===== src/rtl/s_fill_ctrl_pkg.sv =====
// Shared bcrypt key-schedule definitions: fill FSM encoding, P/S word counts
// and the word-counter to write-address decode helpers.
package s_fill_ctrl_pkg;

  typedef enum logic [2:0] {
    IDLE = 3'd0,
    REQ  = 3'd1,
    WAIT = 3'd2,
    WR_L = 3'd3,
    WR_R = 3'd4
  } state_e;

  localparam int unsigned P_WORDS   = 18;
  localparam int unsigned S_WORDS   = 1024;
  localparam int unsigned LAST_WORD = P_WORDS + S_WORDS - 1;
  localparam int unsigned CNT_W     = 11;
  localparam int unsigned P_ADDR_W  = 5;
  localparam int unsigned S_ADDR_W  = 10;

  // Words 0..P_WORDS-1 land in the P-array, the rest in the S-boxes.
  function automatic logic is_p_word(input logic [CNT_W-1:0] w);
    return (w < CNT_W'(P_WORDS));
  endfunction

  function automatic logic [P_ADDR_W-1:0] p_addr_of(input logic [CNT_W-1:0] w);
    return w[P_ADDR_W-1:0];
  endfunction

  function automatic logic [S_ADDR_W-1:0] s_addr_of(input logic [CNT_W-1:0] w);
    logic [CNT_W-1:0] off;
    off = w - CNT_W'(P_WORDS);
    return off[S_ADDR_W-1:0];
  endfunction

endpackage


===== src/rtl/s_fill_ctrl.sv =====
// Blowfish/bcrypt P-array and S-box fill sequencer: requests one encryption per
// word pair and writes the L/R halves to consecutive P then S locations.
module s_fill_ctrl
  import s_fill_ctrl_pkg::*;
(
  input  logic                clk,
  input  logic                rst_n,
  input  logic                start,
  input  logic                abort,
  output logic                enc_start,
  input  logic                enc_done,
  input  logic [31:0]         enc_L,
  input  logic [31:0]         enc_R,
  output logic                P_wr_en,
  output logic [P_ADDR_W-1:0] P_wr_addr,
  output logic                S_wr_en,
  output logic [S_ADDR_W-1:0] S_wr_addr,
  output logic [31:0]         wr_data,
  output logic                busy,
  output logic                done,
  output logic                err
);

  state_e              state_q, state_d;
  logic [CNT_W-1:0]    cnt_q, cnt_d;
  logic [31:0]         l_q, l_d;
  logic [31:0]         r_q, r_d;
  logic                err_q, err_d;
  logic                enc_start_q, enc_start_d;
  logic                p_en_q, p_en_d;
  logic [P_ADDR_W-1:0] p_addr_q, p_addr_d;
  logic                s_en_q, s_en_d;
  logic [S_ADDR_W-1:0] s_addr_q, s_addr_d;
  logic [31:0]         wr_data_q, wr_data_d;
  logic                done_q, done_d;
  logic                wr_state_d;

  // Next-state and bookkeeping; abort overrides every other event.
  always_comb begin
    state_d = state_q;
    cnt_d   = cnt_q;
    l_d     = l_q;
    r_d     = r_q;
    err_d   = err_q;

    if (abort) begin
      state_d = IDLE;
      cnt_d   = '0;
    end else begin
      unique case (state_q)
        IDLE: begin
          if (start) begin
            state_d = REQ;
            cnt_d   = '0;
            err_d   = 1'b0;
          end
        end
        REQ:  state_d = WAIT;
        WAIT: begin
          if (enc_done) begin
            l_d     = enc_L;
            r_d     = enc_R;
            state_d = WR_L;
          end
        end
        WR_L: begin
          cnt_d   = cnt_q + CNT_W'(1);
          state_d = WR_R;
        end
        WR_R: begin
          if (cnt_q == CNT_W'(LAST_WORD)) begin
            cnt_d   = '0;
            state_d = IDLE;
          end else begin
            cnt_d   = cnt_q + CNT_W'(1);
            state_d = REQ;
          end
        end
        default: begin
          state_d = IDLE;
          cnt_d   = '0;
        end
      endcase
    end

    // A completion outside WAIT is a protocol violation unless aborted with it.
    if (enc_done && !abort && (state_q != WAIT)) begin
      err_d = 1'b1;
    end
  end

  // Outputs are registered from the next state so they align with the state
  // they belong to, with address decoded from the word about to be written.
  always_comb begin
    wr_state_d  = (state_d == WR_L) || (state_d == WR_R);
    enc_start_d = (state_d == REQ);
    p_en_d      = wr_state_d && is_p_word(cnt_d);
    s_en_d      = wr_state_d && !is_p_word(cnt_d);
    p_addr_d    = p_en_d ? p_addr_of(cnt_d) : '0;
    s_addr_d    = s_en_d ? s_addr_of(cnt_d) : '0;
    wr_data_d   = wr_data_q;
    if (state_d == WR_L) begin
      wr_data_d = l_d;
    end else if (state_d == WR_R) begin
      wr_data_d = r_d;
    end
    done_d      = (state_d == WR_R) && (cnt_d == CNT_W'(LAST_WORD));
  end

  always_ff @(posedge clk or negedge rst_n) begin
    if (!rst_n) begin
      state_q     <= IDLE;
      cnt_q       <= '0;
      l_q         <= '0;
      r_q         <= '0;
      err_q       <= 1'b0;
      enc_start_q <= 1'b0;
      p_en_q      <= 1'b0;
      p_addr_q    <= '0;
      s_en_q      <= 1'b0;
      s_addr_q    <= '0;
      wr_data_q   <= '0;
      done_q      <= 1'b0;
    end else begin
      state_q     <= state_d;
      cnt_q       <= cnt_d;
      l_q         <= l_d;
      r_q         <= r_d;
      err_q       <= err_d;
      enc_start_q <= enc_start_d;
      p_en_q      <= p_en_d;
      p_addr_q    <= p_addr_d;
      s_en_q      <= s_en_d;
      s_addr_q    <= s_addr_d;
      wr_data_q   <= wr_data_d;
      done_q      <= done_d;
    end
  end

  assign enc_start = enc_start_q;
  assign P_wr_en   = p_en_q;
  assign P_wr_addr = p_addr_q;
  assign S_wr_en   = s_en_q;
  assign S_wr_addr = s_addr_q;
  assign wr_data   = wr_data_q;
  assign done      = done_q;
  assign err       = err_q;
  assign busy      = (state_q != IDLE);

endmodule


===== config.mk =====
export PLATFORM = sky130hd
export DESIGN_NAME = s_fill_ctrl
export DESIGN_NICKNAME = d
export VERILOG_FILES = /design/src/rtl/s_fill_ctrl_pkg.sv /design/src/rtl/s_fill_ctrl.sv
export SDC_FILE = /design/constraint.sdc
export NUM_CORES = 1
export LEC_CHECK = 0
export ABC_AREA = 0
export BUFFER_PORTS_ARGS = -buffer_cell sky130_fd_sc_hd__buf_2
export CORE_MARGIN = 2
export CORE_UTILIZATION = 50
export CTS_CLUSTER_DIAMETER = 200
export CTS_CLUSTER_SIZE = 8
export DETAILED_ROUTE_END_ITERATION = 8
export PLACE_DENSITY_LB_ADDON = 0.25
export SKIP_LAST_GASP = 1
export SYNTH_ARGS = -nofsm -noshare
export SYNTH_HDL_FRONTEND = slang
export SYNTH_SLANG_ARGS = --single-unit

===== constraint.sdc =====
create_clock -name clk -period 3.5 [get_ports clk]
set_clock_uncertainty 0.2 [all_clocks]
set_input_delay 0.525 -clock clk [delete_from_list [all_inputs] [get_ports clk]]
set_output_delay 0.525 -clock clk [all_outputs]
set_load 0.02 [all_outputs]

==> summary.md <==
| Metric | Value |
|---|---|
| Max VDD drop | 394 uV |
| Num rows | 35 |
| Vias in the first global route | 3956 |
| # fillers | 795 |
| HPWL Detailed | 8030 um |
| Routed via count | 4009 |
| First-pass iteration count of the detailed router | 5 |
| Unrepaired setup endpoints after global routing | no |
| Net Count, Synth | 592 |
| Sw power | 0.00121 W |
| Area Overhead vs Synth | 22.0% |
| Worst Tran Pin Value | 0.768 ns |
| Fin util | 61.7% |
| WS Path Type | flip-flop to flip-flop |
| Top-Level Pins | 122 |
| Synthesis-stage register bit count | 98 |
| Primary FF master, synth | dfrtp_1 |
| Fraction of layout cells with a size suffix above 1 | 28.3% |
| Post-synthesis instance total | 520 |
| Hold Worst Slack | 0.0226 ns |
| Htree depth | 3 |
| Placed insts | 742 |
| Slowest stage delay, CP | 0.50 ns |
| Final #Nets | 714 |
| CP endpoint kind | flip-flop |
| Final worst setup slack | 0.231 ns |
| HP Class | input pin to asynchronous set/reset pin |
| Setup Viol. Count Final | 0 |
| Setup Buffers After CTS | 0 |
| Post-synthesis sequential area ratio | 53.2% |
| Mapped cell area | 4610 um2 |
| Crit path launch type | flip-flop |
| Clock sink count | 98 |
| Total Neg Setup Slack | 0 ns |
| Critical-path cell list | inv_1, ha_1, or4b_4, o31a_4, nor2_4, o21ai_0, nand2_1, ha_1, inv_1, a211oi_2, o211a_4, a31o_4, buf_4, nor2_1 |
| Clock power frac | 24.5% |
| Delay-heaviest family, CP | compound AO/OA/AOI/OAI gates |
| Area of the die | 10000 um2 |
| Internal | 0.00225 W |
| Clock period minus worst slack | 3.27 ns |
| Max Cap Viol | 0 |
| Worst-path clk slew | 0.11 ns |
| Syn_area_per_cell | 8.86 um2 |
| CTS Buffer Depth | 2 |
| Final slew viol count | 0 |
| Root Buffer Master | clkbuf_8 |
| Cell with the most instances after synthesis | nand2_1 |
| Crit path max fanout | 7 |
| First-pass GRT wire length | 18900 um |
| Combinational share of power | 28.1% |
| Initial antenna violation count | 0 |
| Initial Util | 50.6% |
| DR DRC count | 0 |
| Worst path bufs/invs | 3 |
| Tcrit/Tclk final | 93.4% |
| Worst-Skew Late Latency | 0.36 ns |
| Sequential share of power | 47.4% |
| CTS Buf Count | 9 |
| Via density | 5.29 |
| DRT antenna net count | 0 |
| Rel. slew slack | 48.8% |
| Worst Path Required | 3.56 ns |
| YS warnings | 0 |
| Share of the synthesized area in the top cell type | 53.2% |
| Fmax | 306 MHz |
| Pre-CTS WS | 0.0789 ns |
| Die Height | 100 um |
| Unique cell type count in the Yosys netlist | 69 |
| WL/cell | 15.0 um |
| PD cells | 616 nW/um2 |
| Core Region | 9110 um2 |
| Cell Count, Final, Fillers Out | 758 |
| Post-synth ARST share | 100% |
| Synth area leader | dfrtp_1 |
| Post-synth EDFFs | 0 |
| First-iteration detailed-routing DRC count | 223 |
| Die width | 100 um |
| Synth area leaders | dfrtp_1 (53%), nand2_1 (17%), nand3_1 (4.0%) |
| RePlAce Congestion | 0.911 |
| CTS tree | built |
| Ant. Diodes | 0 |
| Largest net degree at the start of global routing | 65 |
| WL final | 11400 um |
| Lkg Pwr | 2.97 nW |
| Status | finished, final reports clean |
| Hold_buf cts | 0 |
| Hold Fails Final Rpt | 0 |
| Slowest cell on crit path | or4b_4 |
| Switching part of the total | 35.0% |
| Post-cts gate resize count | 0 |
| Number of buffers added on ports | 121 |
| Grt ovf | 0 |
| Worst Path Arrival | 3.33 ns |
| Overall routing resource usage | 23.6% |
| Synth cell count leaders | nand2_1 (210), dfrtp_1 (98), nand3_1 (37) |
## worst reg2reg max path, stage by stage (launching register included)
cell and delay (ns):
dfrtp_1 0.43, inv_1 0.10, ha_1 0.16, or4b_4 0.50, o31a_4 0.35, nor2_4 0.14, o21ai_0 0.08, nand2_1 0.12
ha_1 0.20, inv_1 0.06, a211oi_2 0.22, o211a_4 0.24, a31o_4 0.19, buf_4 0.14, nor2_1 0.05
## kinds of logic (layout without fill, tap and decap cells)
group	after synthesis	count (layout)	synth area share, %
and+or+nand+nor	323	323	31.6
DFF	98	98	53.2
AOI/OAI and AO/OA	53	53	10.1
buffers and inverters	38	165	3.34
xor gates and xnor gates	4	4	0.760
adders and majority gates	3	3	0.814
muxes	1	1	0.217
## power groups by stage
| stage | Sequential (W) | Clock [W] | Combinational [W] |
|---|---|---|---|
| 2_1_floorplan | 0.00188 | 0 | 0.000394 |
| 6_report | 0.00164 | 0.000848 | 0.000975 |
| 4_1_cts | 0.00165 | 0.000864 | 0.000985 |
| 3_5_place_dp | 0.00166 | 0 | 0.000983 |
| 5_1_grt | 0.00168 | 0.000912 | 0.00110 |
| 3_3_place_gp | 0.00166 | 0 | 0.000956 |
## final timing paths
| path | start | to | slack [ns] | depth (start not counted) |
|---|---|---|---|---|
| worst min-delay path | rst_n | cnt_q[9] | 0.02 | 1 |
| worst min register to register | r_q[18] | r_q[18] | 0.28 | 2 |
| worst max-delay path | cnt_q[1] | S_wr_addr[3] | 0.23 | 14 |
| worst max register to register | cnt_q[1] | S_wr_addr[3] | 0.23 | 14 |
| max in group asynchronous | rst_n | wr_data[11] | 2.39 | 2 |
| min in group clk | enc_L[9] | wr_data[9] | 0.15 | 3 |
## routing by layer
metal / vias up / part of all wire, % / GRT usage (%)
met4: 0 / 1.6 / 8.96
met3: 18 / 6.4 / 4.81
li1: 1969 / - / -
met2: 135 / 47 / 35.8
met1: 1887 / 45 / 33.9
met5: - / 0 / 0
## layout make-up
| type | instances | area, um2 | share of cell area (%) |
|---|---|---|---|
| tap | 111 | 139 | 2.47 |
| clock inverter | 7 | 105 | 1.87 |
| multi-input combinational | 384 | 2030 | 36.0 |
| clock buffer | 9 | 124 | 2.20 |
| sequential | 98 | 2450 | 43.6 |
| inverter | 14 | 52.6 | 0.934 |
| timing repair buffer | 135 | 726 | 12.9 |
## through the flow
step	instance area, um2	total power (W)
floorplan	4610	0.00227
finish	5620	0.00346
CTS	5610	0.00349
global route	5620	0.00370
global placement	5380	0.00261
detailed placement	5380	0.00265
## flip-flops by register name, indices dropped and copies added (netlist names)
name / flops
P_wr_addr: 5
P_wr_en: 1
S_wr_addr: 10
S_wr_en: 1
cnt_q: 11
done: 1
enc_start: 1
err: 1
r_q: 32
state_q: 3
wr_data: 32
## layout by cell type (no fill, tap or decap), types with 3 or more instances in the layout
cell      synthesis  layout
nor3_1           10      10
nor3_2            4       4
buf_4             0      14
dfrtp_1          98      98
nor3b_1           3       3
xnor2_1           4       4
nand2_1         210     210
a211oi_1          4       3
nor2_2            3       4
and3_1            3       3
clkbuf_8          0       9
nor4b_1           3       3
inv_1            12      12
nor4_1            3       3
or2_2             3       3
nand3_1          37      37
o21ai_1           3       3
buf_2             3     120
ha_1              3       3
o21ai_0           6       6
nor2_1           26      23
a21oi_1           8       8
(Power assumes the default switching activity.)
